`src/rtl/multicycle_ctrl.sv`:
```
// multicycle_ctrl: multi-cycle sequencer for an RV32I-subset datapath.
// Sequence: FETCH -> DECODE -> EXEC -> [MEM] -> [WB] -> FETCH, HALT on trap.
// Owns the PC. Decoded fields are captured with the instruction and held
// until the next fetch.
// Optional build macro PERF_CNT_EN adds retired_cnt / stall_cnt outputs.

module multicycle_ctrl #(
  parameter logic [31:0] RESET_PC    = 32'h0000_0000,
  parameter int unsigned MEM_TIMEOUT = 15
) (
  input  logic        clk,
  input  logic        rst,
  output logic        instr_req,
  input  logic        instr_valid,
  input  logic [31:0] instr,
  output logic [31:0] pc_out,
  input  logic        zero_flag,
  input  logic        lt_flag,
  input  logic        mem_ready,
  output logic [4:0]  read_reg_num1,
  output logic [4:0]  read_reg_num2,
  output logic [4:0]  write_reg_num1,
  output logic        reg_write,
  output logic [5:0]  alu_control,
  output logic [31:0] imm_val,
  output logic [4:0]  shamt,
  output logic        lb,
  output logic        sw,
  output logic        lui_control,
  output logic        jump,
  output logic        trap
`ifdef PERF_CNT_EN
  ,
  output logic [31:0] retired_cnt,
  output logic [31:0] stall_cnt
`endif
);

  // FSM states
  localparam logic [2:0] S_FETCH  = 3'd0;
  localparam logic [2:0] S_DECODE = 3'd1;
  localparam logic [2:0] S_EXEC   = 3'd2;
  localparam logic [2:0] S_MEM    = 3'd3;
  localparam logic [2:0] S_WB     = 3'd4;
  localparam logic [2:0] S_HALT   = 3'd5;

  // Opcodes
  localparam logic [6:0] OP_R      = 7'b0110011;
  localparam logic [6:0] OP_I      = 7'b0010011;
  localparam logic [6:0] OP_LOAD   = 7'b0000011;
  localparam logic [6:0] OP_STORE  = 7'b0100011;
  localparam logic [6:0] OP_BRANCH = 7'b1100011;
  localparam logic [6:0] OP_LUI    = 7'b0110111;
  localparam logic [6:0] OP_JAL    = 7'b1101111;

  // ALU operation codes
  localparam logic [5:0] ALU_ADD = 6'd0;
  localparam logic [5:0] ALU_SUB = 6'd1;
  localparam logic [5:0] ALU_AND = 6'd2;
  localparam logic [5:0] ALU_OR  = 6'd3;
  localparam logic [5:0] ALU_XOR = 6'd4;
  localparam logic [5:0] ALU_SLL = 6'd5;
  localparam logic [5:0] ALU_SRL = 6'd6;
  localparam logic [5:0] ALU_SRA = 6'd7;
  localparam logic [5:0] ALU_SLT = 6'd8;

  localparam logic [3:0] TMO_LAST = 4'(MEM_TIMEOUT - 1);

  typedef enum logic [2:0] {
    CL_ALU,
    CL_LOAD,
    CL_STORE,
    CL_BRANCH,
    CL_LUI,
    CL_JAL,
    CL_ILL
  } cls_e;

  logic [2:0]  state;
  logic [31:0] pc;
  cls_e        cls_q;
  logic [2:0]  br_f3_q;
  logic [3:0]  tmo_cnt;
  logic        br_taken;

  // Decoder outputs (from the raw instruction bus, captured on fetch)
  logic [6:0]  opc;
  logic [2:0]  f3;
  logic [6:0]  f7;
  logic        f3_shift;
  cls_e        d_cls;
  logic [5:0]  d_alu;
  logic [31:0] d_imm;
  logic [4:0]  d_shamt;
  logic [4:0]  d_rs1;
  logic [4:0]  d_rs2;
  logic [4:0]  d_rd;

  function automatic logic [5:0] alu_sel(input logic [2:0] fn3, input logic alt);
    logic [5:0] op;
    case (fn3)
      3'b000:  op = alt ? ALU_SUB : ALU_ADD;
      3'b001:  op = ALU_SLL;
      3'b010:  op = ALU_SLT;
      3'b100:  op = ALU_XOR;
      3'b101:  op = alt ? ALU_SRA : ALU_SRL;
      3'b110:  op = ALU_OR;
      3'b111:  op = ALU_AND;
      default: op = ALU_ADD;
    endcase
    return op;
  endfunction

  function automatic logic [31:0] word_align(input logic [31:0] a);
    return {a[31:2], 2'b00};
  endfunction

  // Instruction decode: classify and extract fields; illegal leaves fields at zero
  always_comb begin
    opc      = instr[6:0];
    f3       = instr[14:12];
    f7       = instr[31:25];
    f3_shift = (f3 == 3'b001) || (f3 == 3'b101);
    d_cls    = CL_ILL;
    d_alu    = ALU_ADD;
    d_imm    = '0;
    d_shamt  = '0;
    d_rs1    = '0;
    d_rs2    = '0;
    d_rd     = '0;
    case (opc)
      OP_R: begin
        if ((f3 != 3'b011) &&
            ((f7 == 7'b0000000) ||
             ((f7 == 7'b0100000) && ((f3 == 3'b000) || (f3 == 3'b101))))) begin
          d_cls = CL_ALU;
          d_alu = alu_sel(f3, f7[5]);
          d_rs1 = instr[19:15];
          d_rs2 = instr[24:20];
          d_rd  = instr[11:7];
          if (f3_shift) d_shamt = instr[24:20];
        end
      end
      OP_I: begin
        if ((f3 != 3'b011) &&
            (!f3_shift || (f7 == 7'b0000000) ||
             ((f7 == 7'b0100000) && (f3 == 3'b101)))) begin
          d_cls = CL_ALU;
          // bit 30 selects SRA only for shifts; for ADDI it is immediate data
          d_alu = alu_sel(f3, f3_shift && f7[5]);
          d_rs1 = instr[19:15];
          d_rd  = instr[11:7];
          d_imm = {{20{instr[31]}}, instr[31:20]};
          if (f3_shift) d_shamt = instr[24:20];
        end
      end
      OP_LOAD: begin
        if (f3 == 3'b010) begin
          d_cls = CL_LOAD;
          d_rs1 = instr[19:15];
          d_rd  = instr[11:7];
          d_imm = {{20{instr[31]}}, instr[31:20]};
        end
      end
      OP_STORE: begin
        if (f3 == 3'b010) begin
          d_cls = CL_STORE;
          d_rs1 = instr[19:15];
          d_rs2 = instr[24:20];
          d_imm = {{20{instr[31]}}, instr[31:25], instr[11:7]};
        end
      end
      OP_BRANCH: begin
        if ((f3 == 3'b000) || (f3 == 3'b001) || (f3 == 3'b100) || (f3 == 3'b101)) begin
          d_cls = CL_BRANCH;
          d_alu = ALU_SUB;
          d_rs1 = instr[19:15];
          d_rs2 = instr[24:20];
          d_imm = {{19{instr[31]}}, instr[31], instr[7], instr[30:25], instr[11:8], 1'b0};
        end
      end
      OP_LUI: begin
        d_cls = CL_LUI;
        d_rd  = instr[11:7];
        d_imm = {instr[31:12], 12'h000};
      end
      OP_JAL: begin
        d_cls = CL_JAL;
        d_rd  = instr[11:7];
        d_imm = {{11{instr[31]}}, instr[31], instr[19:12], instr[20], instr[30:21], 1'b0};
      end
      default: d_cls = CL_ILL;
    endcase
  end

  // Branch condition from ALU flags
  always_comb begin
    case (br_f3_q)
      3'b000:  br_taken = zero_flag;
      3'b001:  br_taken = !zero_flag;
      3'b100:  br_taken = lt_flag;
      3'b101:  br_taken = !lt_flag;
      default: br_taken = 1'b0;
    endcase
  end

  // Sequencer: state, PC, trap, captured decode fields and memory timeout
  always_ff @(posedge clk or negedge rst) begin
    if (!rst) begin
      state          <= S_FETCH;
      pc             <= word_align(RESET_PC);
      trap           <= 1'b0;
      cls_q          <= CL_ILL;
      br_f3_q        <= '0;
      tmo_cnt        <= '0;
      read_reg_num1  <= '0;
      read_reg_num2  <= '0;
      write_reg_num1 <= '0;
      alu_control    <= '0;
      imm_val        <= '0;
      shamt          <= '0;
    end else begin
      case (state)
        S_FETCH: begin
          if (instr_valid) begin
            cls_q          <= d_cls;
            br_f3_q        <= f3;
            read_reg_num1  <= d_rs1;
            read_reg_num2  <= d_rs2;
            write_reg_num1 <= d_rd;
            alu_control    <= d_alu;
            imm_val        <= d_imm;
            shamt          <= d_shamt;
            state          <= S_DECODE;
          end
        end
        S_DECODE: begin
          if (cls_q == CL_ILL) begin
            trap  <= 1'b1;
            state <= S_HALT;
          end else begin
            state <= S_EXEC;
          end
        end
        S_EXEC: begin
          case (cls_q)
            CL_LOAD, CL_STORE: begin
              tmo_cnt <= '0;
              state   <= S_MEM;
            end
            CL_BRANCH: begin
              pc    <= word_align(br_taken ? (pc + imm_val) : (pc + 32'd4));
              state <= S_FETCH;
            end
            default: state <= S_WB;
          endcase
        end
        S_MEM: begin
          // mem_ready wins over timeout on the last permitted cycle
          if (mem_ready) begin
            if (cls_q == CL_STORE) begin
              pc    <= word_align(pc + 32'd4);
              state <= S_FETCH;
            end else begin
              state <= S_WB;
            end
          end else if (tmo_cnt == TMO_LAST) begin
            trap  <= 1'b1;
            state <= S_HALT;
          end else begin
            tmo_cnt <= tmo_cnt + 4'd1;
          end
        end
        S_WB: begin
          pc    <= word_align((cls_q == CL_JAL) ? (pc + imm_val) : (pc + 32'd4));
          state <= S_FETCH;
        end
        S_HALT: state <= S_HALT;
        default: begin
          trap  <= 1'b1;
          state <= S_HALT;
        end
      endcase
    end
  end

  // Strobes decoded from state so reset removes them immediately
  always_comb begin
    pc_out      = pc;
    instr_req   = (state == S_FETCH);
    lb          = (state == S_MEM) && (cls_q == CL_LOAD);
    sw          = (state == S_MEM) && (cls_q == CL_STORE);
    reg_write   = (state == S_WB) && (write_reg_num1 != 5'd0);
    lui_control = (state == S_WB) && (cls_q == CL_LUI);
    jump        = (state == S_WB) && (cls_q == CL_JAL);
  end

`ifdef PERF_CNT_EN
  logic retire_evt;
  logic stall_evt;

  // Retirement and stall events
  always_comb begin
    retire_evt = (state == S_WB) ||
                 ((state == S_MEM) && mem_ready && (cls_q == CL_STORE)) ||
                 ((state == S_EXEC) && (cls_q == CL_BRANCH));
    stall_evt  = ((state == S_FETCH) && !instr_valid) ||
                 ((state == S_MEM) && !mem_ready);
  end

  // Free-running wrapping performance counters
  always_ff @(posedge clk or negedge rst) begin
    if (!rst) begin
      retired_cnt <= '0;
      stall_cnt   <= '0;
    end else begin
      if (retire_evt) retired_cnt <= retired_cnt + 32'd1;
      if (stall_evt)  stall_cnt   <= stall_cnt + 32'd1;
    end
  end
`endif

endmodule

```
`config.mk`:
```
export PLATFORM = sky130hd
export DESIGN_NAME = multicycle_ctrl
export DESIGN_NICKNAME = d
export VERILOG_FILES = /design/src/rtl/multicycle_ctrl.sv
export SDC_FILE = /design/constraint.sdc
export NUM_CORES = 1
export LEC_CHECK = 0
export BUFFER_PORTS_ARGS = -buffer_cell sky130_fd_sc_hd__buf_2
export CAP_MARGIN = 0
export CORE_MARGIN = 3
export CORE_UTILIZATION = 60
export DETAILED_ROUTE_END_ITERATION = 7
export PLACE_DENSITY = 0.86
export SLEW_MARGIN = 10
export SYNTH_ARGS = -nofsm -noshare
export SYNTH_HDL_FRONTEND = slang
export SYNTH_SLANG_ARGS = --single-unit
```
`constraint.sdc`:
```
create_clock -name clk -period 6 [get_ports clk]
set_input_delay 1.2 -clock clk [delete_from_list [all_inputs] [get_ports clk]]
set_output_delay 1.2 -clock clk [all_outputs]
set_load 0.02 [all_outputs]
```
[Yosys cells after proc, flatten, opt, wreduce, memory -nomap -nowiden]
Index checks and enable logic that the tools add are counted.
Word-level totals
  flip-flop bits (word level): 104
  word-level logic and storage cells: 153
Operators by class
  add/subtract/negate cells: 3
  equality and inequality tests: 40
  multiplexer cells: 60
  bitwise gates (word level): 1
  reduce and logical (&&, ||, !) cells: 37
Operator list (number)
  $mux W32: 9
  $pmux W32 S6: 1
  $pmux W32 S3: 1
  $mux W5: 13
  $pmux W4 S7: 2
  $pmux W5 S4: 2
  $eq A3 B3 Y1 const B: 11
  $add A32 B3 Y32 const B: 1
  $add A32 B32 Y32: 1
  $mux W3: 10
  $eq A7 B6 Y1 const B: 4
  $pmux W3 S7: 1
  $mux W4: 5
  $eq A3 B2 Y1 const B: 5
  $pmux W3 S5: 1
  $pmux W5 S3: 1
  $eq A7 B7 Y1 const B: 2
  $ne A2 B2 Y1 const B: 7
  $eq A3 B1 Y1 const B: 4
  $pmux W4 S3: 1
  $reduce_and A4 Y1: 3
  $logic_and A1 B1 Y1: 10
  $pmux W5 S2: 1
  $logic_not A3 Y1: 3
  other kinds (22): 42

[Depth between registers and ports, before layout]
Gate-level depths: netlist of the first run.
  depth in word-level cells: 8
  depth in mapped cells: 12
  mapped depth without buffers: 12

[Worst setup path before layout of the first run]
Ideal clock, no wire load.
  path kind: in2reg
  start: in instr[13]
  end: reg imm_val[21]
  arrival: 2.811 ns
  path slack: 3.063 ns
  cell stages on the path: 11
  buffers on the path: 2
  cells stage by stage: buf_2 inv_2 a21oi_1 o21ai_1 nand3b_1 nand2_1 nor2_1 a21oi_2 and2_1 buf_2 a221o_1
On the way
  cells in the longest elaborated chain, start to end: 8
  elaborated cells on any way between the ends: 20
Ends and longest elaborated chain
  start: declaration: line 15  | input logic [31:0] instr,
  $eq A3 B1 Y1 / $eq A3 B3 Y1 (equally long branches): line 123, 174, 147
  $logic_or A1 B1 Y1: line 123  | f3_shift = (f3 == 3'b001) || (f3 == 3'b101);
  $logic_not A1 Y1: line 146  | (!f3_shift || (f7 == 7'b0000000) ||
  $logic_or A1 B1 Y1 (2 in series): line 146
  $logic_and A1 B1 Y1: line 145  | if ((f3 != 3'b011) &&
  $mux W32: line 145
  $pmux W32 S6 (*): line 131  | case (opc)
  end signal: assignment: line 232  | imm_val <= d_imm;
  end: declaration: line 25  | output logic [31:0] imm_val,
Every way passes the cells marked *; elsewhere a longest branch is shown, timed or not.
A chain may end at the register's enable or synchronous reset.

[Worst setup path in the final report of the first run]
  start: reg pc[2], in the netlist pc_out[2]
  end: reg pc[30], in the netlist pc_out[30]
On the way
  cells in the longest elaborated chain, start to end: 4
  elaborated cells on any way between the ends: 8
Ends and longest elaborated chain
  start: declaration: line 80  | logic [31:0] pc;
  start signal: assignment: line 211  | pc <= word_align(RESET_PC);
  start signal: assignment: line 252  | pc <= word_align(br_taken ? (pc + imm_val) : (pc + 32'd4));
  start signal: assignment: line 262  | pc <= word_align(pc + 32'd4);
  $add A32 B3 Y32 / $add A32 B32 Y32 (equally long branches): line 252, 262, 275
  $mux W32 (on tied branches): line 261, 252
  $mux W32 (on tied branches): line 260, 246
  $pmux W32 S3 (*): line 223  | case (state)
Every way passes the cells marked *; elsewhere a longest branch is shown, timed or not. The select of a mux whose other input is x is not followed.

==> results of run 1 <==
## path summary, 6_finish.rpt
check	start	to	slack [ps]	cells after the start
max	pc_out[2]$_DFFE_PN0P_	pc_out[30]$_DFFE_PN0P_	2640	12
min	trap$_DFFE_PN0P_	trap$_DFFE_PN0P_	470	1
max reg2reg	pc_out[2]$_DFFE_PN0P_	pc_out[30]$_DFFE_PN0P_	2640	12
min reg2reg	trap$_DFFE_PN0P_	trap$_DFFE_PN0P_	470	1
max in group asynchronous	rst	pc_out[6]$_DFFE_PN0P_	4030	2
min in group asynchronous	rst	shamt[4]$_DFFE_PN0P_	810	1
## cell usage in the layout (no fill, tap or decap), drive strengths merged, types with 5 or more instances in the layout
cell,instances
ha,32
o21ai,78
a311oi,5
nand2,76
o22ai,8
nand2b,11
a211oi,8
nor2,68
a22o,28
a21o,13
nand4,19
and3,10
nand3,25
clkbuf,11
a22oi,6
a221o,10
a21oi,76
a31oi,11
o211ai,5
xor2,14
buf,135
nor4,5
inv,20
nor3,24
xnor2,12
o31ai,5
dfrtp,98
or3,9
## state kept, by name, summed over array words and instances, names as in the netlist
name and cells:
shamt 5, pc_out 30, alu_control 4, state 3, imm_val 32, read_reg_num1 5, write_reg_num1 5, tmo_cnt 4
cls_q 3, read_reg_num2 5, br_f3_q 3, trap 1
## power by group
part           switching (mW)  internal, mW  leakage [nW]
Clock                   0.248         0.277         0.114
Sequential              0.191         0.777          1.29
Combinational           0.796         0.379          2.17
## final cells by class
cell class / instances / share of cell area, %
clock buffer: 11 / 1.72
inverter: 20 / 0.983
multi-input combinational: 621 / 51.9
clock inverter: 5 / 1.34
tap: 136 / 2.23
sequential: 100 / 32.8
timing repair buffer: 135 / 9.04
## cell usage after synthesis, types with 12 or more instances
library cell	n	share of area, %
nand4_1	18	1.7
ha_1	32	6.0
nor2_1	67	3.7
inv_1	19	1.1
a21oi_1	73	5.4
dfrtp_1	98	37
a22o_1	28	3.7
clkbuf_1	28	1.6
nor3_1	21	1.6
o21ai_1	15	1.1
a21o_1	13	1.5
xnor2_1	12	1.6
nand2_1	76	4.3
nand3_1	23	1.7
xor2_1	14	1.8
o21ai_0	63	4.7
## worst register-to-register path, stage by stage, from the launching register on
cell       delay, ps
dfrtp_1          470
ha_1             250
inv_1             70
fa_1             380
nand2b_1         200
a21oi_2          200
a2111oi_2         90
o41ai_2          580
o22ai_2          180
o21ai_1          320
a311oi_1         160
xor2_1           230
o211ai_1         110
## routing by layer
metal / part of all wire, % / track usage, % / routed length [µm] / vias up
li1: - / - / - / 3112
met1: 40 / 43.8 / 8280 / 3178
met2: 48 / 53.6 / 9780 / 397
met3: 9.1 / 5.38 / 1870 / 53
met4: 2.6 / 12.2 / 540 / 0
met5: 0 / 0 / 0 / -
## cells by family after synthesis
family / Yosys count
AOI/OAI and AO/OA: 280
xor gates and xnor gates: 26
adders and majority gates: 33
buffers and inverters: 61
DFF: 100
muxes: 5
other: 1
and+or+nand+nor: 273
## per-stage QoR
step / cells / area, µm²
detailed placement: 1012 / 7400
floorplan: 782 / 6720
CTS: 1028 / 7640
global route: 1028 / 7640
global placement: 1012 / 7400
finish: 1028 / 7640
==> summary.txt, run 1 <==
Drt
  – DRC: 0
  – Routed WL per cell: 19.9 µm
  – Starting DRT DRC Count: 982
  – Via count: 6740
  – Post-route ant nets: 0
  – Total wire length: 20.5 mm
  – Vias/cell: 6.56
  – Detailed Routing Iterations Pass 1: 6

Timing
  – Tightest Pin Transition: 1200 ps
  – Slew HR: 20.1%
  – Final count of negative-setup-slack endpoints: 0
  – Setup ws final: 2640 ps
  – Hold WS: 471 ps
  – Skew final: 18.6 ps
  – Fmax: 298 MHz
  – Hold Vio Cnt, Final: 0
  – Crit share post-route: 56.0%
  – Max-slew violation count: 0
  – Min Tclk post-route: 3360 ps
  – RSZ-0062 raised after global routing: false
  – TNS Setup: 0 ps

Finish
  – Register area: 2500 µm²
  – Fillers: 804
  – Area of the multi-input gates: 3960 µm²
  – Syn-to-layout area delta: 13.9%
  – Final core occ: 72.1%
  – ANT cells: 0
  – Final net count: 958
  – Layout cells sized above 1: 20.7%

Floorplanning
  – Die area: 12500 µm²
  – Rows: 37
  – Io pins: 135
  – Chip height: 112 µm
  – Initial core utilization: 63.3%
  – CORE AREA: 10600 µm²
  – Die Wd: 112 µm

Critical path
  – Startpoint type of the worst setup path: flop
  – CP required: 6270 ps
  – Type of the worst setup path: flop to flop
  – Max incr delay on CP: 580 ps
  – CP max FO: 6
  – Critical Path End Type: flop
  – CP delay by family, top: compound AO/OA/AOI/OAI gates
  – Slowest CP cell: o41ai_2
  – Worst endpoint data arrival time: 3630 ps
  – Worst path bufs/invs: 1
  – Worst-path cell chain: ha_1 -> inv_1 -> fa_1 -> nand2b_1 -> a21oi_2 -> a2111oi_2 -> o41ai_2 -> o22ai_2 -> o21ai_1 -> a311oi_1 -> xor2_1 -> o211ai_1

Place
  – Post-DP HPWL: 15.3 mm
  – Dpl ws: 2290 ps
  – Gp weighted congestion: 0.997
  – Buffers on Ports: 130

Yosys
  – Synth Area in Compound Gates: 28.0%
  – Simple-Gate Fraction of Synth Area: 20.3%
  – Mux contribution to synthesized area: 0.765%
  – Largest family of logic cells by synthesized area: compound AO/OA/AOI/OAI gates
  – Adder-cell area share of the yosys netlist: 6.27%
  – Synthesized area: 6710 µm²
  – Post-synthesis xor/xnor area fraction: 3.40%
  – Main synth FF type: dfrtp_1
  – Async SR Flop Fraction: 100%
  – Yosys reg bits: 100
  – Sequential area share after synthesis: 37.4%
  – Synth Warn #: 0
  – Mapped Cells: 779
  – Count of cell types in the netlist: 76
  – Avg Synthesized Cell Area: 8.61 µm²
  – EDFF count, synth: 0

CTS
  – Post-CTS Setup Repair Bufs: 0
  – Post-CTS Hold Fix Bufs: 0
  – Root Buffer: clkbuf_8
  – Clk slew on worst S/H paths: 100 ps
  – CTS Buffer Depth: 2
  – Total CTS buffers: 9
  – CTS tree: built
  – Skew-Pair Late Insertion Delay: 390 ps
  – Sink Count: 100
  – Post-CTS Resized: 0
  – CTS H-Tree Depth: 3

Power and ir drop
  – Leak pwr: 3.57 nW
  – Pwr dens: 349 nW/µm²
  – Pwr Total: 2.67 mW
  – VDD IR max: 0.000378 V

Job
  – Maxcap violations: 0

Global routing
  – Tot GR Track Use: 32.7%
  – Vias in the first global route: 6501
  – Largest net degree at the start of global routing: 65
  – Remaining Overflow, GRT: 0
  – First-pass GRT wire length: 33.3 mm
  – Antenna violations before repair: 0

Hold path
  – Hold crit path type: flop to flop

Status
  – Status: complete, no violations
No activity file was read; power rests on OpenSTA's default activity.
==> run 2, diff against run 1 <==
--- a/config.mk
+++ b/config.mk
@@ -8,9 +8,9 @@
 export BUFFER_PORTS_ARGS = -buffer_cell sky130_fd_sc_hd__buf_2
 export CAP_MARGIN = 0
 export CORE_MARGIN = 3
-export CORE_UTILIZATION = 60
+export CORE_UTILIZATION = 56
 export DETAILED_ROUTE_END_ITERATION = 7
-export PLACE_DENSITY = 0.86
+export PLACE_DENSITY = 0.81
 export SLEW_MARGIN = 10
 export SYNTH_ARGS = -nofsm -noshare
 export SYNTH_HDL_FRONTEND = slang
==> constraint.sdc (replaced) <==
create_clock -name clk -period 3.24 [get_ports clk]
set_input_delay 0.648 -clock clk [delete_from_list [all_inputs] [get_ports clk]]
set_output_delay 0.648 -clock clk [all_outputs]
set_load 0.02 [all_outputs]
==> summary.txt, run 2 (synthesis gave the netlist of run 1 again) <==
Critical path
  – CP max FO: 6 (unchanged)
  – Critical Path End: pc_out[20]$_DFFE_PN0P_
  – R2R cell count: 12 (unchanged)
  – CP startpoint: pc_out[2]$_DFFE_PN0P_
  – Type of the worst setup path: flop to flop
  – CP delay by family, top: compound AO/OA/AOI/OAI gates
  – R2R setup slack: 260 ps (-2380 ps)
  – Slowest CP cell: dfrtp_1
  – R2R Path End: pc_out[20]$_DFFE_PN0P_
  – Critical Path End Type: flop
  – Max incr delay on CP: 430 ps (-150 ps)
  – CP Depth: 12 (unchanged)
  – Reg-to-reg startpoint: pc_out[2]$_DFFE_PN0P_
  – CP required: 3500 ps (-2770 ps)
  – Worst-path cell chain: ha_1 -> inv_1 -> fa_1 -> nand2b_1 -> a21oi_2 -> a2111oi_2 -> o41ai_4 -> nor2_1 -> o31ai_1 -> a21oi_1 -> xor2_1 -> a211oi_1
  – Startpoint type of the worst setup path: flop
  – Worst endpoint data arrival time: 3230 ps (-400 ps)
  – Worst path bufs/invs: 1 (unchanged)

CTS
  – Post-CTS Setup Repair Bufs: 0 (unchanged)
  – CTS tree: built
  – Root Buffer: clkbuf_16
  – Clk slew on worst S/H paths: 70 ps (-30 ps)
  – Sink Count: 100 (unchanged)
  – Skew-Pair Late Insertion Delay: 360 ps (-30 ps)
  – CTS Buffer Depth: 2 (unchanged)
  – Total CTS buffers: 9 (unchanged)
  – CTS H-Tree Depth: 3 (unchanged)

Finish
  – Top reg by flops: imm_val
  – Layout cells sized above 1: 21.6% (+0.84 points)
  – Most frequent cells in the layout: 129 x buf_2, 98 x dfrtp_1, 75 x nand2_1, 73 x a21oi_1, 67 x nor2_1
  – Final net count: 965 (+0.73%)
  – Most common cell after layout, fill and taps aside: buf_2
  – Syn-to-layout area delta: 16.4%
  – ANT cells: 0 (unchanged)
  – Fillers: 974 (+21%)
  – Number of flip-flops under the largest register name: 32 (unchanged)

Drt
  – Post-route ant nets: 0 (unchanged)
  – Starting DRT DRC Count: 772 (-21%)
  – Via count: 6726 (-0.21%)
  – Vias/cell: 6.45 (-1.5%)
  – Total wire length: 20.3 mm (-0.94%)
  – Detailed Routing Iterations Pass 1: 5 (-1)
  – DRC: 0 (unchanged)
  – Routed WL per cell: 19.5 µm (-2.3%)

Timing
  – Final count of negative-setup-slack endpoints: 0 (unchanged)
  – Skew final: 10.7 ps (-7.95 ps)
  – Tightest Pin Transition: 1160 ps (-39.0 ps)
  – Min Tclk post-route: 2980 ps (-380 ps)
  – Fmax: 336 MHz (+13%)
  – RSZ-0062 raised after global routing: false
  – Crit share post-route: 91.9% (+36 points)
  – TNS Setup: 0 ps (unchanged)
  – Slew HR: 22.1% (+2.0 points)
  – Hold Vio Cnt, Final: 0 (unchanged)
  – Max-slew violation count: 0 (unchanged)

Floorplanning
  – CORE AREA: 11600 µm² (+9.1%)
  – Rows: 39 (+5.4%)
  – Die Wd: 115 µm (+3.3%)
  – Io pins: 135 (unchanged)
  – Die area: 13300 µm² (+6.8%)
  – Initial core utilization: 58.0% (-5.3 points)
  – Chip height: 115 µm (+3.3%)

Power and ir drop
  – Clock power share: 22.2% (+2.5 points)
  – Pwr dens: 662 nW/µm² (+90%)
  – Pwr Total: 5.17 mW (+94%)
  – Combinational power share: 43.5% (-0.6 points)
  – Flop pwr share: 34.2% (-2.1 points)
  – Pint: 2.82 mW (+97%)
  – VDD IR max: 0.000535 V (+42%)
  – Net Sw Frac: 45.4% (-0.87 points)
  – Switching Power: 2.35 mW (+90%)
  – Leak pwr: 3.66 nW (+2.3%)

Global routing
  – Vias in the first global route: 6161 (-5.2%)
  – Antenna violations before repair: 0 (unchanged)
  – Largest net degree at the start of global routing: 63 (-3.1%)
  – First-pass GRT wire length: 32.6 mm (-2.0%)
  – Remaining Overflow, GRT: 0 (unchanged)
  – Tot GR Track Use: 31.1% (-1.7 points)

Hold path
  – Hold crit path type: input pin to async pin

Job
  – Maxcap violations: 0 (unchanged)

Place
  – Buffers on Ports: 130 (unchanged)
  – Gp weighted congestion: 0.956 (-4.1%)
  – Post-DP HPWL: 15.5 mm (+1.1%)

Status
  – Status: complete, no violations
run 2: area by class of cell:
type / instances / area, µm² / area share [%]
clock buffers: 11 / 243 / 3.11
clock inverters: 5 / 65.1 / 0.834
inverters: 20 / 75.1 / 0.962
multi-input cells: 621 / 3980 / 51.0
flip-flops and latches: 100 / 2500 / 32.1
well taps: 143 / 179 / 2.29
repair buffers: 142 / 756 / 9.68
run 2: how the worst min path moves through the flow:
stage / endpoint / cells after the start
global route: pc_out[5]$_DFFE_PN0P_ / 1
detailed placement: trap$_DFFE_PN0P_ / 1
CTS: pc_out[8]$_DFFE_PN0P_ / 1
floorplan: alu_control[0]$_DFFE_PN0P_ / 0
finish: pc_out[9]$_DFFE_PN0P_ / 1
global placement: trap$_DFFE_PN0P_ / 1
run 2: per-stage QoR:
step | util [%] | setup WS (ps) | std cells | hold slack [ps] | cell area, µm²
3_3_place_gp | 64.7 | 186 | 1026 | 449 | 7480
5_1_grt | 67.5 | 54.3 | 1042 | 416 | 7800
4_1_cts | 67.3 | 31.0 | 1042 | 387 | 7790
6_report | 67.5 | 262 | 1042 | 356 | 7800
3_5_place_dp | 64.7 | 69.9 | 1026 | 467 | 7480
2_1_floorplan | - | 328 | 782 | 352 | 6720
run 2: layer usage:
layer	vias to the layer above	share of wire, %	track usage, %
met5	-	0	0
met4	0	2.4	11.1
met3	36	8.6	3.97
met2	331	47	48.6
met1	3217	42	44.6
li1	3142	-	-
run 2: timing repair:
action | 4_1_cts | 5_1_grt
gates resized for setup | 0 | 2
hold buffers | 0 | 0
endpoints found under the hold margin | 0 | 0
endpoints found under the setup margin | 0 | 6
run 2: power groups by stage:
stage / clock network [mW] / logic, mW / registers, mW
6_report: 1.15 / 2.25 / 1.77
5_1_grt: 1.22 / 2.48 / 1.81
4_1_cts: 1.17 / 2.21 / 1.76
3_5_place_dp: 0 / 2.20 / 1.78
3_3_place_gp: 0 / 2.15 / 1.76
2_1_floorplan: 0 / 1.44 / 1.84
==> run 3, diff against run 2 <==
--- a/config.mk
+++ b/config.mk
@@ -7,6 +7,7 @@
 export LEC_CHECK = 0
 export BUFFER_PORTS_ARGS = -buffer_cell sky130_fd_sc_hd__buf_2
 export CAP_MARGIN = 0
+export CORE_ASPECT_RATIO = 1.5
 export CORE_MARGIN = 3
 export CORE_UTILIZATION = 56
 export DETAILED_ROUTE_END_ITERATION = 7
==> summary.txt, run 3 (synthesis gave the netlist of run 1 again) <==
Critical path
  – CP startpoint: pc_out[2]$_DFFE_PN0P_
  – Type of the worst setup path: flop to flop
  – Reg-to-reg startpoint: pc_out[2]$_DFFE_PN0P_
  – CP max FO: 5 (-1)
  – Max incr delay on CP: 410 ps (-20 ps)
  – CP required: 3500 ps (about the same)
  – R2R Path End: pc_out[20]$_DFFE_PN0P_
  – Worst path bufs/invs: 2 (+1)
  – Worst-path cell chain: ha_1 -> inv_1 -> fa_1 -> nand2b_1 -> a21oi_2 -> a2111oi_2 -> o41ai_2 -> buf_4 -> nor2_1 -> o31ai_1 -> a21oi_1 -> xor2_1 -> a211oi_1
  – Slowest CP cell: dfrtp_1
  – R2R cell count: 13 (+1)
  – Worst endpoint data arrival time: 3320 ps (+90 ps)
  – Critical Path End Type: flop
  – R2R setup slack: 180 ps (-90 ps)
  – Startpoint type of the worst setup path: flop
  – CP delay by family, top: compound AO/OA/AOI/OAI gates

Timing
  – Slew HR: 21.6% (-0.49 points)
  – Crit share post-route: 94.6% (+2.6 points)
  – Fmax: 326 MHz (-2.8%)
  – Skew final: 14.5 ps (+3.80 ps)
  – Hold Vio Cnt, Final: 0 (unchanged)
  – Final count of negative-setup-slack endpoints: 0 (unchanged)
  – Max-slew violation count: 0 (unchanged)
  – Tightest Pin Transition: 1170 ps (+7.34 ps)
  – Min Tclk post-route: 3060 ps (+85.8 ps)
  – TNS Setup: 0 ps (unchanged)
  – RSZ-0062 raised after global routing: false

Drt
  – Post-route ant nets: 0 (unchanged)
  – Detailed Routing Iterations Pass 1: 7 (+2)
  – Total wire length: 21.0 mm (+3.4%)
  – Routed WL per cell: 20.0 µm (+2.5%)
  – DRC: 0 (unchanged)
  – Vias/cell: 6.47 (+0.18%)
  – Via count: 6796 (+1.0%)
  – Starting DRT DRC Count: 334 (-57%)

Global routing
  – Largest net degree at the start of global routing: 53 (-16%)
  – Vias in the first global route: 6591 (+7.0%)
  – Remaining Overflow, GRT: 0 (unchanged)
  – Antenna violations before repair: 0 (unchanged)
  – Tot GR Track Use: 31.7% (+0.66 points)
  – First-pass GRT wire length: 33.3 mm (+2.0%)

Place
  – Buffers on Ports: 130 (unchanged)
  – DP Cell Count: 1034 (+0.78%)
  – Gp weighted congestion: 0.994 (+3.9%)
  – Placement Cell Area: 7510 µm² (+0.38%)
  – Post-DP HPWL: 16.1 mm (+4.5%)

CTS
  – CTS H-Tree Depth: 3 (unchanged)
  – Post-CTS Hold Fix Bufs: 0 (unchanged)
  – Clk slew on worst S/H paths: 80 ps (about the same)
  – Sink Count: 100 (unchanged)
  – Skew-Pair Late Insertion Delay: 350 ps (about the same)
  – CTS tree: built
  – Total CTS buffers: 9 (unchanged)
  – CTS Buffer Depth: 2 (unchanged)
  – Root Buffer: clkbuf_16

Power and ir drop
  – VDD IR max: 0.000406 V (-24%)
  – Flop pwr share: 34.5% (+0.3 points)
  – Combinational power share: 43.8% (+0.3 points)
  – Switching Power: 2.39 mW (+1.7%)
  – Pint: 2.75 mW (-2.4%)
  – Clock power share: 21.7% (-0.5 points)
  – Net Sw Frac: 46.4% (+1.0 points)
  – Leak pwr: 3.67 nW (+0.41%)
  – Pwr dens: 656 nW/µm² (-1.0%)

Finish
  – Layout cells sized above 1: 21.9% (+0.29 points)
  – Fin area: 7840 µm² (+0.47%)
  – ANT cells: 0 (unchanged)
  – Final core occ: 67.6% (+0.16 points)
  – Final net count: 967 (+0.21%)
  – Number of flip-flops under the largest register name: 32 (unchanged)
  – Top reg by flops: imm_val
  – Syn-to-layout area delta: 16.9%
  – Post-Layout Cell Count: 1051 (+0.86%)
  – Fillers: 979 (+0.51%)
  – Most frequent cells in the layout: 129 x buf_2, 98 x dfrtp_1, 75 x nand2_1, 73 x a21oi_1, 67 x nor2_1
  – Most common cell after layout, fill and taps aside: buf_2

Floorplanning
  – Die area: 13400 µm² (+0.20%)
  – Io pins: 135 (unchanged)
  – CORE AREA: 11600 µm² (+0.23%)
  – Die Wd: 95.4 µm (-17%)
  – Rows: 48 (+23%)
  – Initial core utilization: 57.9% (-0.13 points)
  – Chip height: 140 µm (+21%)

Hold path
  – Hold crit path type: input pin to async pin

Job
  – Maxcap violations: 0 (unchanged)

Status
  – Status: complete, no violations
-- run 3: cell count changes in the layout (fill, tap and decap cells not counted) --
cell       previous run  this run
inv_8                 0         1
inv_6                 4         2
o41ai_4               1         0
buf_12                1         2
clkinv_8              0         4
o41ai_2               1         2
clkbuf_8              1         0
clkbuf_1              1         0
buf_4                12        13
bufinv_16             1         0
-- run 3: metrics by stage --
step	power [mW]	hold slack, ps	setup slack, ps
2_1_floorplan	3.28	352	328
3_3_place_gp	3.92	450	290
3_5_place_dp	3.99	457	190
4_1_cts	5.11	357	144
5_1_grt	5.47	379	6.66
6_report	5.14	340	176
-- run 3: power by group through the flow --
stage / Sequential, mW / Clock (mW) / Combinational [mW]
after floorplan: 1.84 / 0 / 1.44
after global placement: 1.77 / 0 / 2.15
after detailed placement: 1.79 / 0 / 2.21
after CTS: 1.76 / 1.13 / 2.22
after global routing: 1.80 / 1.19 / 2.47
final: 1.77 / 1.12 / 2.25
-- run 3: worst max path at each step --
stage,cells past startpoint,end
2_1_floorplan,12,pc_out[28]$_DFFE_PN0P_
3_3_place_gp,13,pc_out[28]$_DFFE_PN0P_
3_5_place_dp,13,pc_out[28]$_DFFE_PN0P_
4_1_cts,13,pc_out[28]$_DFFE_PN0P_
5_1_grt,13,pc_out[20]$_DFFE_PN0P_
6_report,13,pc_out[20]$_DFFE_PN0P_
-- run 3: layer usage --
layer	share of wire (%)	GRT usage [%]	up-vias
met5	0	0	-
met2	50	52.9	350
met4	5.8	18.2	0
li1	-	-	3136
met3	6.4	5.37	72
met1	38	37.8	3238
-- run 3: area by class of cell --
type                       instances  area, µm²  area share [%]
clock buffer                       9        225            2.87
inverter                          20       75.1           0.958
multi-input combinational        621       3970            50.6
sequential                       100       2500            32.0
clock inverter                     7       93.8            1.20
tap                              150        188            2.39
timing repair buffer             144        783            9.99
-- run 3: timing repair --
| item | in CTS | in global routing |
|---|---|---|
| endpoints found under the setup margin | 0 | 2 |
| buffers inserted | 0 | 1 |
| gates resized for setup | 0 | 1 |
| hold endpoints to repair | 0 | 0 |
